`src/rtl/m_game_sequencer_pkg.sv`:
```
//------------------------------------------------------------------------------
// m_game_sequencer_pkg
// Shared state encoding, direction codes and grid coordinate widths.
// Revision: 1.0
//------------------------------------------------------------------------------
`default_nettype none

package m_game_sequencer_pkg;

    localparam int X_W = 5;
    localparam int Y_W = 4;

    typedef enum logic [2:0] {
        ST_INIT   = 3'd0,
        ST_WAIT   = 3'd1,
        ST_LOOKUP = 3'd2,
        ST_CHECK  = 3'd3,
        ST_COMMIT = 3'd4,
        ST_RENDER = 3'd5,
        ST_OVER   = 3'd6
    } t_state;

    typedef enum logic [2:0] {
        DIR_NONE  = 3'd0,
        DIR_UP    = 3'd1,
        DIR_DOWN  = 3'd2,
        DIR_LEFT  = 3'd3,
        DIR_RIGHT = 3'd4
    } t_dir;

    // key bits are {up,down,left,right}; up wins over down over left over right
    function automatic t_dir f_dir_decode(input logic [3:0] i_key);
        t_dir v_dir;
        v_dir = DIR_NONE;
        if (i_key[3])      v_dir = DIR_UP;
        else if (i_key[2]) v_dir = DIR_DOWN;
        else if (i_key[1]) v_dir = DIR_LEFT;
        else if (i_key[0]) v_dir = DIR_RIGHT;
        return v_dir;
    endfunction

endpackage

`default_nettype wire

```
`src/rtl/m_game_sequencer_if.sv`:
```
//------------------------------------------------------------------------------
// m_game_sequencer_if
// Sequencer <-> renderer / wall-ROM bus: positions, render handshake, map lookup.
// Revision: 1.0
//------------------------------------------------------------------------------
`default_nettype none

interface m_game_sequencer_if;
    import m_game_sequencer_pkg::*;

    logic [8:0]     map_addr;
    logic           wall_q;
    logic           render_en;
    logic           render_finished;
    logic [X_W-1:0] pl_game_x;
    logic [Y_W-1:0] pl_game_y;
    logic [X_W-1:0] g1_game_x;
    logic [Y_W-1:0] g1_game_y;
    logic [X_W-1:0] g2_game_x;
    logic [Y_W-1:0] g2_game_y;
    logic [X_W-1:0] g3_game_x;
    logic [Y_W-1:0] g3_game_y;

    modport master (
        output map_addr, render_en,
        output pl_game_x, pl_game_y,
        output g1_game_x, g1_game_y, g2_game_x, g2_game_y, g3_game_x, g3_game_y,
        input  wall_q, render_finished
    );

    modport slave (
        input  map_addr, render_en,
        input  pl_game_x, pl_game_y,
        input  g1_game_x, g1_game_y, g2_game_x, g2_game_y, g3_game_x, g3_game_y,
        output wall_q, render_finished
    );

endinterface

`default_nettype wire

```
`src/rtl/m_game_sequencer_tick_gen.sv`:
```
//------------------------------------------------------------------------------
// m_tick_gen
// Free-running 0..TICK_CYCLES-1 counter with a one-cycle tick at wrap; freezable.
// Revision: 1.0
//------------------------------------------------------------------------------
`default_nettype none

module m_tick_gen #(
    parameter int unsigned TICK_CYCLES = 2500000
) (
    input  wire logic clock,
    input  wire logic resetn,
    input  wire logic i_freeze,
    output logic      o_tick
);

    localparam int CNT_W = (TICK_CYCLES > 1) ? $clog2(TICK_CYCLES) : 1;
    localparam logic [CNT_W-1:0] c_LAST = CNT_W'(TICK_CYCLES - 1);

    logic [CNT_W-1:0] r_cnt;

    always_ff @(posedge clock or negedge resetn) begin
        if (!resetn) begin
            r_cnt <= '0;
        end else if (!i_freeze) begin
            if (r_cnt == c_LAST) r_cnt <= '0;
            else                 r_cnt <= r_cnt + CNT_W'(1);
        end
    end

    assign o_tick = (r_cnt == c_LAST) && !i_freeze;

endmodule

`default_nettype wire

```
`src/rtl/m_game_sequencer.sv`:
```
//------------------------------------------------------------------------------
// m_game_sequencer
// Frame controller: game tick, wall-checked player moves, ghost snapshot,
// collision detection and renderer handshake. Optional LIVES_COUNTER_EN
// adds a 3-life counter with respawn and the lives_left output.
// Revision: 1.0
//------------------------------------------------------------------------------
`default_nettype none

module m_game_sequencer
    import m_game_sequencer_pkg::*;
#(
    parameter int unsigned TICK_CYCLES = 2500000,
    parameter int unsigned GRID_W      = 32,
    parameter int unsigned GRID_H      = 16,
    parameter int unsigned PL_START_X  = 1,
    parameter int unsigned PL_START_Y  = 1
) (
    input  wire logic           clock,
    input  wire logic           resetn,
    input  wire logic [3:0]     key_dir,
    input  wire logic [X_W-1:0] g1_in_x,
    input  wire logic [X_W-1:0] g2_in_x,
    input  wire logic [X_W-1:0] g3_in_x,
    input  wire logic [Y_W-1:0] g1_in_y,
    input  wire logic [Y_W-1:0] g2_in_y,
    input  wire logic [Y_W-1:0] g3_in_y,
    output logic                game_over,
    output logic                tick_overrun,
`ifdef LIVES_COUNTER_EN
    output logic [1:0]          lives_left,
`endif
    m_game_sequencer_if.master  bus
);

    localparam logic [X_W-1:0] c_X_MAX   = X_W'(GRID_W - 1);
    localparam logic [Y_W-1:0] c_Y_MAX   = Y_W'(GRID_H - 1);
    localparam logic [X_W-1:0] c_START_X = X_W'(PL_START_X);
    localparam logic [Y_W-1:0] c_START_Y = Y_W'(PL_START_Y);

    t_state         r_state;
    t_dir           r_dir;
    logic           r_tick_pend;
    logic           r_overrun;
    logic           r_game_over;
    logic           r_render_en;
    logic           r_collide;
    logic           r_wall;
    logic [8:0]     r_map_addr;
    logic [X_W-1:0] r_pl_x, r_cand_x, r_g1_x, r_g2_x, r_g3_x;
    logic [Y_W-1:0] r_pl_y, r_cand_y, r_g1_y, r_g2_y, r_g3_y;
    logic           r_cand_ok;
`ifdef LIVES_COUNTER_EN
    logic [1:0]     r_lives;
`endif

    logic           w_tick;
    logic           w_consume;
    logic [X_W-1:0] w_cand_x, w_next_x;
    logic [Y_W-1:0] w_cand_y, w_next_y;
    logic           w_cand_ok;
    logic           w_hit;

    m_tick_gen #(
        .TICK_CYCLES (TICK_CYCLES)
    ) u_tick (
        .clock    (clock),
        .resetn   (resetn),
        .i_freeze (r_state == ST_OVER),
        .o_tick   (w_tick)
    );

    always_ff @(posedge clock or negedge resetn) begin
        if (!resetn)              r_dir <= DIR_NONE;
        else if (key_dir != 4'd0) r_dir <= f_dir_decode(key_dir);
    end

    // Edge-of-grid candidates are rejected here so they never reach the ROM
    always_comb begin
        w_cand_x  = r_pl_x;
        w_cand_y  = r_pl_y;
        w_cand_ok = 1'b0;
        case (r_dir)
            DIR_UP:    if (r_pl_y != '0)     begin w_cand_y = r_pl_y - Y_W'(1); w_cand_ok = 1'b1; end
            DIR_DOWN:  if (r_pl_y < c_Y_MAX) begin w_cand_y = r_pl_y + Y_W'(1); w_cand_ok = 1'b1; end
            DIR_LEFT:  if (r_pl_x != '0)     begin w_cand_x = r_pl_x - X_W'(1); w_cand_ok = 1'b1; end
            DIR_RIGHT: if (r_pl_x < c_X_MAX) begin w_cand_x = r_pl_x + X_W'(1); w_cand_ok = 1'b1; end
            default: ;
        endcase
    end

    assign w_next_x  = (r_cand_ok && !r_wall) ? r_cand_x : r_pl_x;
    assign w_next_y  = (r_cand_ok && !r_wall) ? r_cand_y : r_pl_y;
    assign w_hit     = ((w_next_x == g1_in_x) && (w_next_y == g1_in_y)) ||
                       ((w_next_x == g2_in_x) && (w_next_y == g2_in_y)) ||
                       ((w_next_x == g3_in_x) && (w_next_y == g3_in_y));
    assign w_consume = (r_state == ST_WAIT) && r_tick_pend;

    always_ff @(posedge clock or negedge resetn) begin
        if (!resetn) begin
            r_state     <= ST_INIT;
            r_tick_pend <= 1'b0;
            r_overrun   <= 1'b0;
            r_game_over <= 1'b0;
            r_render_en <= 1'b0;
            r_collide   <= 1'b0;
            r_wall      <= 1'b0;
            r_map_addr  <= '0;
            r_pl_x      <= c_START_X;
            r_pl_y      <= c_START_Y;
            r_cand_x    <= '0;
            r_cand_y    <= '0;
            r_cand_ok   <= 1'b0;
            r_g1_x      <= '0;
            r_g1_y      <= '0;
            r_g2_x      <= '0;
            r_g2_y      <= '0;
            r_g3_x      <= '0;
            r_g3_y      <= '0;
`ifdef LIVES_COUNTER_EN
            r_lives     <= 2'd3;
`endif
        end else begin
            // A fresh tick wins over the WAIT-state clear so it is never lost
            if (w_tick)         r_tick_pend <= 1'b1;
            else if (w_consume) r_tick_pend <= 1'b0;
            if (w_tick && r_tick_pend && !w_consume) r_overrun <= 1'b1;

            case (r_state)
                ST_INIT: begin
                    r_render_en <= 1'b1;
                    r_state     <= ST_RENDER;
                end
                ST_WAIT: begin
                    if (r_tick_pend) begin
                        r_cand_x  <= w_cand_x;
                        r_cand_y  <= w_cand_y;
                        r_cand_ok <= w_cand_ok;
                        if (w_cand_ok) r_map_addr <= {w_cand_y, w_cand_x};
                        r_state   <= ST_LOOKUP;
                    end
                end
                ST_LOOKUP: r_state <= ST_CHECK;
                ST_CHECK: begin
                    r_wall  <= bus.wall_q;
                    r_state <= ST_COMMIT;
                end
                ST_COMMIT: begin
                    r_pl_x <= w_next_x;
                    r_pl_y <= w_next_y;
                    r_g1_x <= g1_in_x;
                    r_g1_y <= g1_in_y;
                    r_g2_x <= g2_in_x;
                    r_g2_y <= g2_in_y;
                    r_g3_x <= g3_in_x;
                    r_g3_y <= g3_in_y;
`ifdef LIVES_COUNTER_EN
                    r_collide <= 1'b0;
                    if (w_hit) begin
                        r_lives <= r_lives - 2'd1;
                        if (r_lives != 2'd1) begin
                            r_pl_x <= c_START_X;
                            r_pl_y <= c_START_Y;
                        end else begin
                            r_collide <= 1'b1;
                        end
                    end
`else
                    r_collide <= w_hit;
`endif
                    r_render_en <= 1'b1;
                    r_state     <= ST_RENDER;
                end
                ST_RENDER: begin
                    if (bus.render_finished) begin
                        r_render_en <= 1'b0;
                        if (r_collide) begin
                            r_game_over <= 1'b1;
                            r_state     <= ST_OVER;
                        end else begin
                            r_state     <= ST_WAIT;
                        end
                    end
                end
                ST_OVER: r_render_en <= 1'b0;
                default: r_state <= ST_INIT;
            endcase
        end
    end

    assign bus.map_addr  = r_map_addr;
    assign bus.render_en = r_render_en;
    assign bus.pl_game_x = r_pl_x;
    assign bus.pl_game_y = r_pl_y;
    assign bus.g1_game_x = r_g1_x;
    assign bus.g1_game_y = r_g1_y;
    assign bus.g2_game_x = r_g2_x;
    assign bus.g2_game_y = r_g2_y;
    assign bus.g3_game_x = r_g3_x;
    assign bus.g3_game_y = r_g3_y;
    assign game_over     = r_game_over;
    assign tick_overrun  = r_overrun;
`ifdef LIVES_COUNTER_EN
    assign lives_left    = r_lives;
`endif

endmodule

`default_nettype wire

```
`src/flat_wrapper.sv`:
```
// flat-port wrapper written by rule: the top's interface ports become plain ports
module m_game_sequencer_flat import m_game_sequencer_pkg::*;
#(
    parameter int unsigned TICK_CYCLES = 2500000,
    parameter int unsigned GRID_W      = 32,
    parameter int unsigned GRID_H      = 16,
    parameter int unsigned PL_START_X  = 1,
    parameter int unsigned PL_START_Y  = 1
)
  (clock, resetn, key_dir, g1_in_x, g2_in_x, g3_in_x, g1_in_y, g2_in_y, g3_in_y, game_over, tick_overrun, bus_map_addr, bus_render_en, bus_pl_game_x, bus_pl_game_y, bus_g1_game_x, bus_g1_game_y, bus_g2_game_x, bus_g2_game_y, bus_g3_game_x, bus_g3_game_y, bus_wall_q, bus_render_finished);
  m_game_sequencer_if bus_i ();
  input  wire logic clock;
  input  wire logic resetn;
  input  wire logic [3:0] key_dir;
  input  wire logic [X_W-1:0] g1_in_x;
  input  wire logic [X_W-1:0] g2_in_x;
  input  wire logic [X_W-1:0] g3_in_x;
  input  wire logic [Y_W-1:0] g1_in_y;
  input  wire logic [Y_W-1:0] g2_in_y;
  input  wire logic [Y_W-1:0] g3_in_y;
  output logic game_over;
  output logic tick_overrun;
  output wire logic [$bits(bus_i.map_addr)-1:0] bus_map_addr;
  output wire logic [$bits(bus_i.render_en)-1:0] bus_render_en;
  output wire logic [$bits(bus_i.pl_game_x)-1:0] bus_pl_game_x;
  output wire logic [$bits(bus_i.pl_game_y)-1:0] bus_pl_game_y;
  output wire logic [$bits(bus_i.g1_game_x)-1:0] bus_g1_game_x;
  output wire logic [$bits(bus_i.g1_game_y)-1:0] bus_g1_game_y;
  output wire logic [$bits(bus_i.g2_game_x)-1:0] bus_g2_game_x;
  output wire logic [$bits(bus_i.g2_game_y)-1:0] bus_g2_game_y;
  output wire logic [$bits(bus_i.g3_game_x)-1:0] bus_g3_game_x;
  output wire logic [$bits(bus_i.g3_game_y)-1:0] bus_g3_game_y;
  input wire logic [$bits(bus_i.wall_q)-1:0] bus_wall_q;
  input wire logic [$bits(bus_i.render_finished)-1:0] bus_render_finished;
  assign bus_map_addr = bus_i.map_addr;
  assign bus_render_en = bus_i.render_en;
  assign bus_pl_game_x = bus_i.pl_game_x;
  assign bus_pl_game_y = bus_i.pl_game_y;
  assign bus_g1_game_x = bus_i.g1_game_x;
  assign bus_g1_game_y = bus_i.g1_game_y;
  assign bus_g2_game_x = bus_i.g2_game_x;
  assign bus_g2_game_y = bus_i.g2_game_y;
  assign bus_g3_game_x = bus_i.g3_game_x;
  assign bus_g3_game_y = bus_i.g3_game_y;
  assign bus_i.wall_q = bus_wall_q;
  assign bus_i.render_finished = bus_render_finished;
  m_game_sequencer #(.TICK_CYCLES(TICK_CYCLES), .GRID_W(GRID_W), .GRID_H(GRID_H), .PL_START_X(PL_START_X), .PL_START_Y(PL_START_Y)) u_core (.clock(clock), .resetn(resetn), .key_dir(key_dir), .g1_in_x(g1_in_x), .g2_in_x(g2_in_x), .g3_in_x(g3_in_x), .g1_in_y(g1_in_y), .g2_in_y(g2_in_y), .g3_in_y(g3_in_y), .game_over(game_over), .tick_overrun(tick_overrun), .bus(bus_i));
endmodule
```
`config.mk`:
```
export PLATFORM = sky130hd
export DESIGN_NAME = m_game_sequencer_flat
export DESIGN_NICKNAME = d
export VERILOG_FILES = /design/src/rtl/m_game_sequencer_pkg.sv /design/src/rtl/m_game_sequencer_if.sv /design/src/rtl/m_game_sequencer_tick_gen.sv /design/src/rtl/m_game_sequencer.sv /design/src/flat_wrapper.sv
export SDC_FILE = /design/constraint.sdc
export NUM_CORES = 1
export LEC_CHECK = 0
export CAP_MARGIN = 20
export CORE_MARGIN = 4
export CORE_UTILIZATION = 40
export DETAILED_ROUTE_END_ITERATION = 10
export MAX_ROUTING_LAYER = met4
export REMOVE_ABC_BUFFERS = 1
export SYNTH_ARGS = -nofsm -noshare
export SYNTH_HDL_FRONTEND = slang
export SYNTH_HIERARCHICAL = 1
export SYNTH_SLANG_ARGS = --single-unit
```
`constraint.sdc`:
```
create_clock -name clock -period 4.1 [get_ports clock]
set_input_delay 0.82 -clock clock [delete_from_list [all_inputs] [get_ports clock]]
set_output_delay 0.82 -clock clock [all_outputs]
set_load 0.01 [all_outputs]
```
==> flow_summary_export.csv <==
group,metric,value,unit
timing,tightest_slew,0.868,ns
global_routing,grtUsageMet2,31.5,%
worst_setup_path,setup.worst_path.start,"u_core/bus.pl_game_y[2]$_DFFE_PN0P_",
worst_setup_path,critPathBufInv,1,
placed_design,port_buffers,82,
layout,area_growth,24.1,%
timing,worst_slack,1.59,ns
clock_network,cts_tree,"done",
timing,finalClockSkew,0.00695,ns
global_routing,gr-total-overflow,0,
power_and_ir_drop,max-vdd-ir-drop,0.000178,V
floorplanning,die_x,119,um
clock_network,cts_setup_buffers,0,
min_path,hold_path.class,"reg -> reg",
timing,final-setup-viol-count,0,
placed_design,dp_worst_setup_slack,1.55,ns
worst_setup_path,cp_top_family,"flip-flops",
worst_setup_path,critPathRequiredTime,3.28,ns
layout,final_common_cell,"dfrtp_1",
detailed_routing,drtPass1Iterations,5,
clock_network,cts_num_sinks,89,
timing,timing.fmax,399,MHz
placed_design,dp_hpwl,9580,um
power_and_ir_drop,p_per_area,305,nW/um2
timing,tns,0,ns
synthesis,ys_types,62,
worst_setup_path,reg2reg_depth,8,
worst_setup_path,path_depth,1,
worst_setup_path,worstReg2RegEnd,"u_core/bus.map_addr[1]$_DFFE_PN0P_",
floorplanning,core_area,12100,um2
worst_setup_path,endpoint,"bus_pl_game_y[2]",
global_routing,grt.busiest_layer,"met2",
placed_design,gp_congestion,0.922,
synthesis,yosys.area.top_type,"dfrtp_1",
floorplanning,num_io_pins,83,
global_routing,grt_max_degree,68,
synthesis,synth_top_area_share,43.8,%
floorplanning,placementRows,40,
timing,drv_slew,0,
synthesis,synth_edf_count,0,
clock_network,htreeDepth,3,
synthesis,ys_ff_latch,89,
worst_setup_path,r2r_start,"u_core/bus.pl_game_y[1]$_DFFE_PN0P_",
synthesis,synth_area_per_cell,10.2,um2
global_routing,grt_pass1_vias,3924,
clock_network,cts-resized-gates,0,
global_routing,grt_pass1_wl,20900,um
detailed_routing,vias,3947,
worst_setup_path,slowest_stage,"dfrtp_1",
clock_network,cts_buffer_depth,2,
detailed_routing,vias_per_cell,5.39,
clock_network,cts-buffers-inserted,9,
global_routing,track_usage,19.0,%
detailed_routing,ant_nets,0,
clock_network,postCtsHoldBufs,0,
flow_run,maxCapViolations,0,
synthesis,ys_top_cells_by_area,"dfrtp_1, mux2_2, xnor2_1",
worst_setup_path,r2r_slack,1.64,ns
detailed_routing,drc,0,
timing,rsz0062_at_grt,"false",
timing,finalCriticalPeriod,2.51,ns
synthesis,yosysWarnings,6,
layout,diodes,0,
synthesis,syn_area,4970,um2
layout,drive_gt1_share,14.4,%
global_routing,grt_use_met1,23.4,%
detailed_routing,wire_per_inst,17.8,um
power_and_ir_drop,leakagePower,0.00255,uW
detailed_routing,drt_wl_total,13000,um
synthesis,seq_area_frac_synth,44.9,%
detailed_routing,first_iter_violations,267,
clock_network,clock_latency,0.34,ns
worst_setup_path,end_kind,"output pin",
clock_network,root_buffer,"clkbuf_16",
worst_setup_path,crit_chain,"clkdlybuf4s50_1",
layout,final_cell_mix,"dfrtp_1, clkdlybuf4s50_1, nand2_1",
floorplanning,fp.dieH,119,um
outcome,outcome,"finished, final reports clean",
layout,fin_nets,600,
worst_setup_path,slowest_delay,0.69,ns
floorplanning,start_util,41.0,%
global_routing,antenna_found_initial,0,
global_routing,use_met3,4.08,%
worst_setup_path,start_kind,"register",
synthesis,synth_ff_type,"dfrtp_1",
floorplanning,die_area,14300,um2
clock_network,clk_pin_slew,0.07,ns
timing,min_period_over_period,61.1,%
synthesis,netlist_instances,487,
synthesis,async_flop_share,100,%
timing,report.final.hold_viol_count,0,
worst_setup_path,cp.arrival,1.69,ns
timing,relSlewSlack,42.2,%
worst_setup_path,cp_max_fo,12,
worst_setup_path,critPathKind,"reg -> out",
==> report_power, final <==
part,internal [uW],total [uW],leakage [uW],switching [uW]
Clock,408,744,0.000120,337
Sequential,912,951,0.00115,38.6
Combinational,96.5,184,0.00129,87.9
==> final cells by class <==
class                           instances  area, um2
Fill cell                            1153       5940
Multi-Input combinational cell        346       2510
Sequential cell                        89       2230
Timing Repair Buffer                   85        841
Clock buffer                            9        225
Tap cell                              168        210
Inverter                               29        109
Clock inverter                          6       43.8
==> registers in the layout (all words and copies together) (netlist names) <==
name / cells
u_core/r_state: 3
u_core/r_wall: 1
u_core/u_tick/r_cnt: 22
u_core/bus.pl_game_y: 4
u_core/game_over: 1
u_core/bus.map_addr: 9
u_core/r_cand_x: 5
u_core/r_cand_y: 4
u_core/bus.g1_game_x: 5
u_core/r_tick_pend: 1
u_core/r_dir: 3
u_core/bus.g3_game_x: 5
u_core/r_collide: 1
u_core/tick_overrun: 1
u_core/bus.g2_game_y: 4
u_core/r_cand_ok: 1
u_core/bus.render_en: 1
u_core/bus.g1_game_y: 4
u_core/bus.g2_game_x: 5
u_core/bus.g3_game_y: 4
u_core/bus.pl_game_x: 5
==> worst min-delay path by stage <==
stage | from | end | slack, ns | cells past startpoint
2_1_floorplan | u_core/u_tick/r_cnt[11]$_DFFE_PN0N_ | u_core/u_tick/r_cnt[11]$_DFFE_PN0N_ | 0.46 | 1
3_3_place_gp | u_core/tick_overrun$_DFFE_PN0P_ | u_core/tick_overrun$_DFFE_PN0P_ | 0.48 | 1
3_5_place_dp | u_core/tick_overrun$_DFFE_PN0P_ | u_core/tick_overrun$_DFFE_PN0P_ | 0.47 | 1
4_1_cts | u_core/tick_overrun$_DFFE_PN0P_ | u_core/tick_overrun$_DFFE_PN0P_ | 0.49 | 1
5_1_grt | u_core/game_over$_DFFE_PN0P_ | u_core/game_over$_DFFE_PN0P_ | 0.50 | 1
6_report | u_core/game_over$_DFFE_PN0P_ | u_core/game_over$_DFFE_PN0P_ | 0.48 | 1
==> worst reg2reg max path, cell delays in order (launching register included) <==
cell and delay, ns:
dfrtp_1 0.60, inv_1 0.14, ha_1 0.23, nand2b_1 0.09, nor2_1 0.08, nor2_4 0.12
o22a_2 0.16, o21a_1 0.58, mux2_4 0.35
==> Yosys cell counts (all sizes together), types with 2 or more instances <==
cell,instances
dfrtp,87
mux2,46
nand2,46
inv,29
xnor2,26
o21ai,23
nor2,21
xor2,21
a21oi,16
nand3,15
nor3,14
buf,13
clkbuf,10
nand2b,9
nor4,9
nand4,8
mux2i,7
or4,7
o22ai,6
ha,5
o211ai,5
a221oi,4
and2,4
o31ai,4
or2,4
or3,4
a22oi,3
and3,3
nand3b,3
nor2b,3
o21bai,3
a211oi,2
a21boi,2
a221o,2
a222oi,2
a31oi,2
dfstp,2
nor3b,2
o221ai,2
o22a,2
==> cells by family after synthesis <==
kind of cell	synth area share, %
simple gates	17.5
flops	44.9
compound gates	11.2
mux	12.3
buf+inv	4.63
xor+xnor	8.28
fa+ha+maj	1.26
==> layer usage <==
metal	wire length (um)	part of all wire [%]
met1	5760	44
met2	6420	49
met3	631	4.8
met4	235	1.8
met5	0	0
==> stage by stage <==
| step | hold slack, ns | total power (uW) | area, um2 | cells | utilization [%] |
|---|---|---|---|---|---|
| floorplan | 0.456 | 1030 | 4850 | 464 | - |
| global placement | 0.478 | 1150 | 5900 | 717 | 48.7 |
| detailed placement | 0.470 | 1150 | 5900 | 717 | 48.7 |
| CTS | 0.489 | 1910 | 6170 | 732 | 50.9 |
| global route | 0.503 | 1980 | 6170 | 732 | 50.9 |
| finish | 0.481 | 1880 | 6170 | 732 | 50.9 |
(Power assumes the default switching activity.)
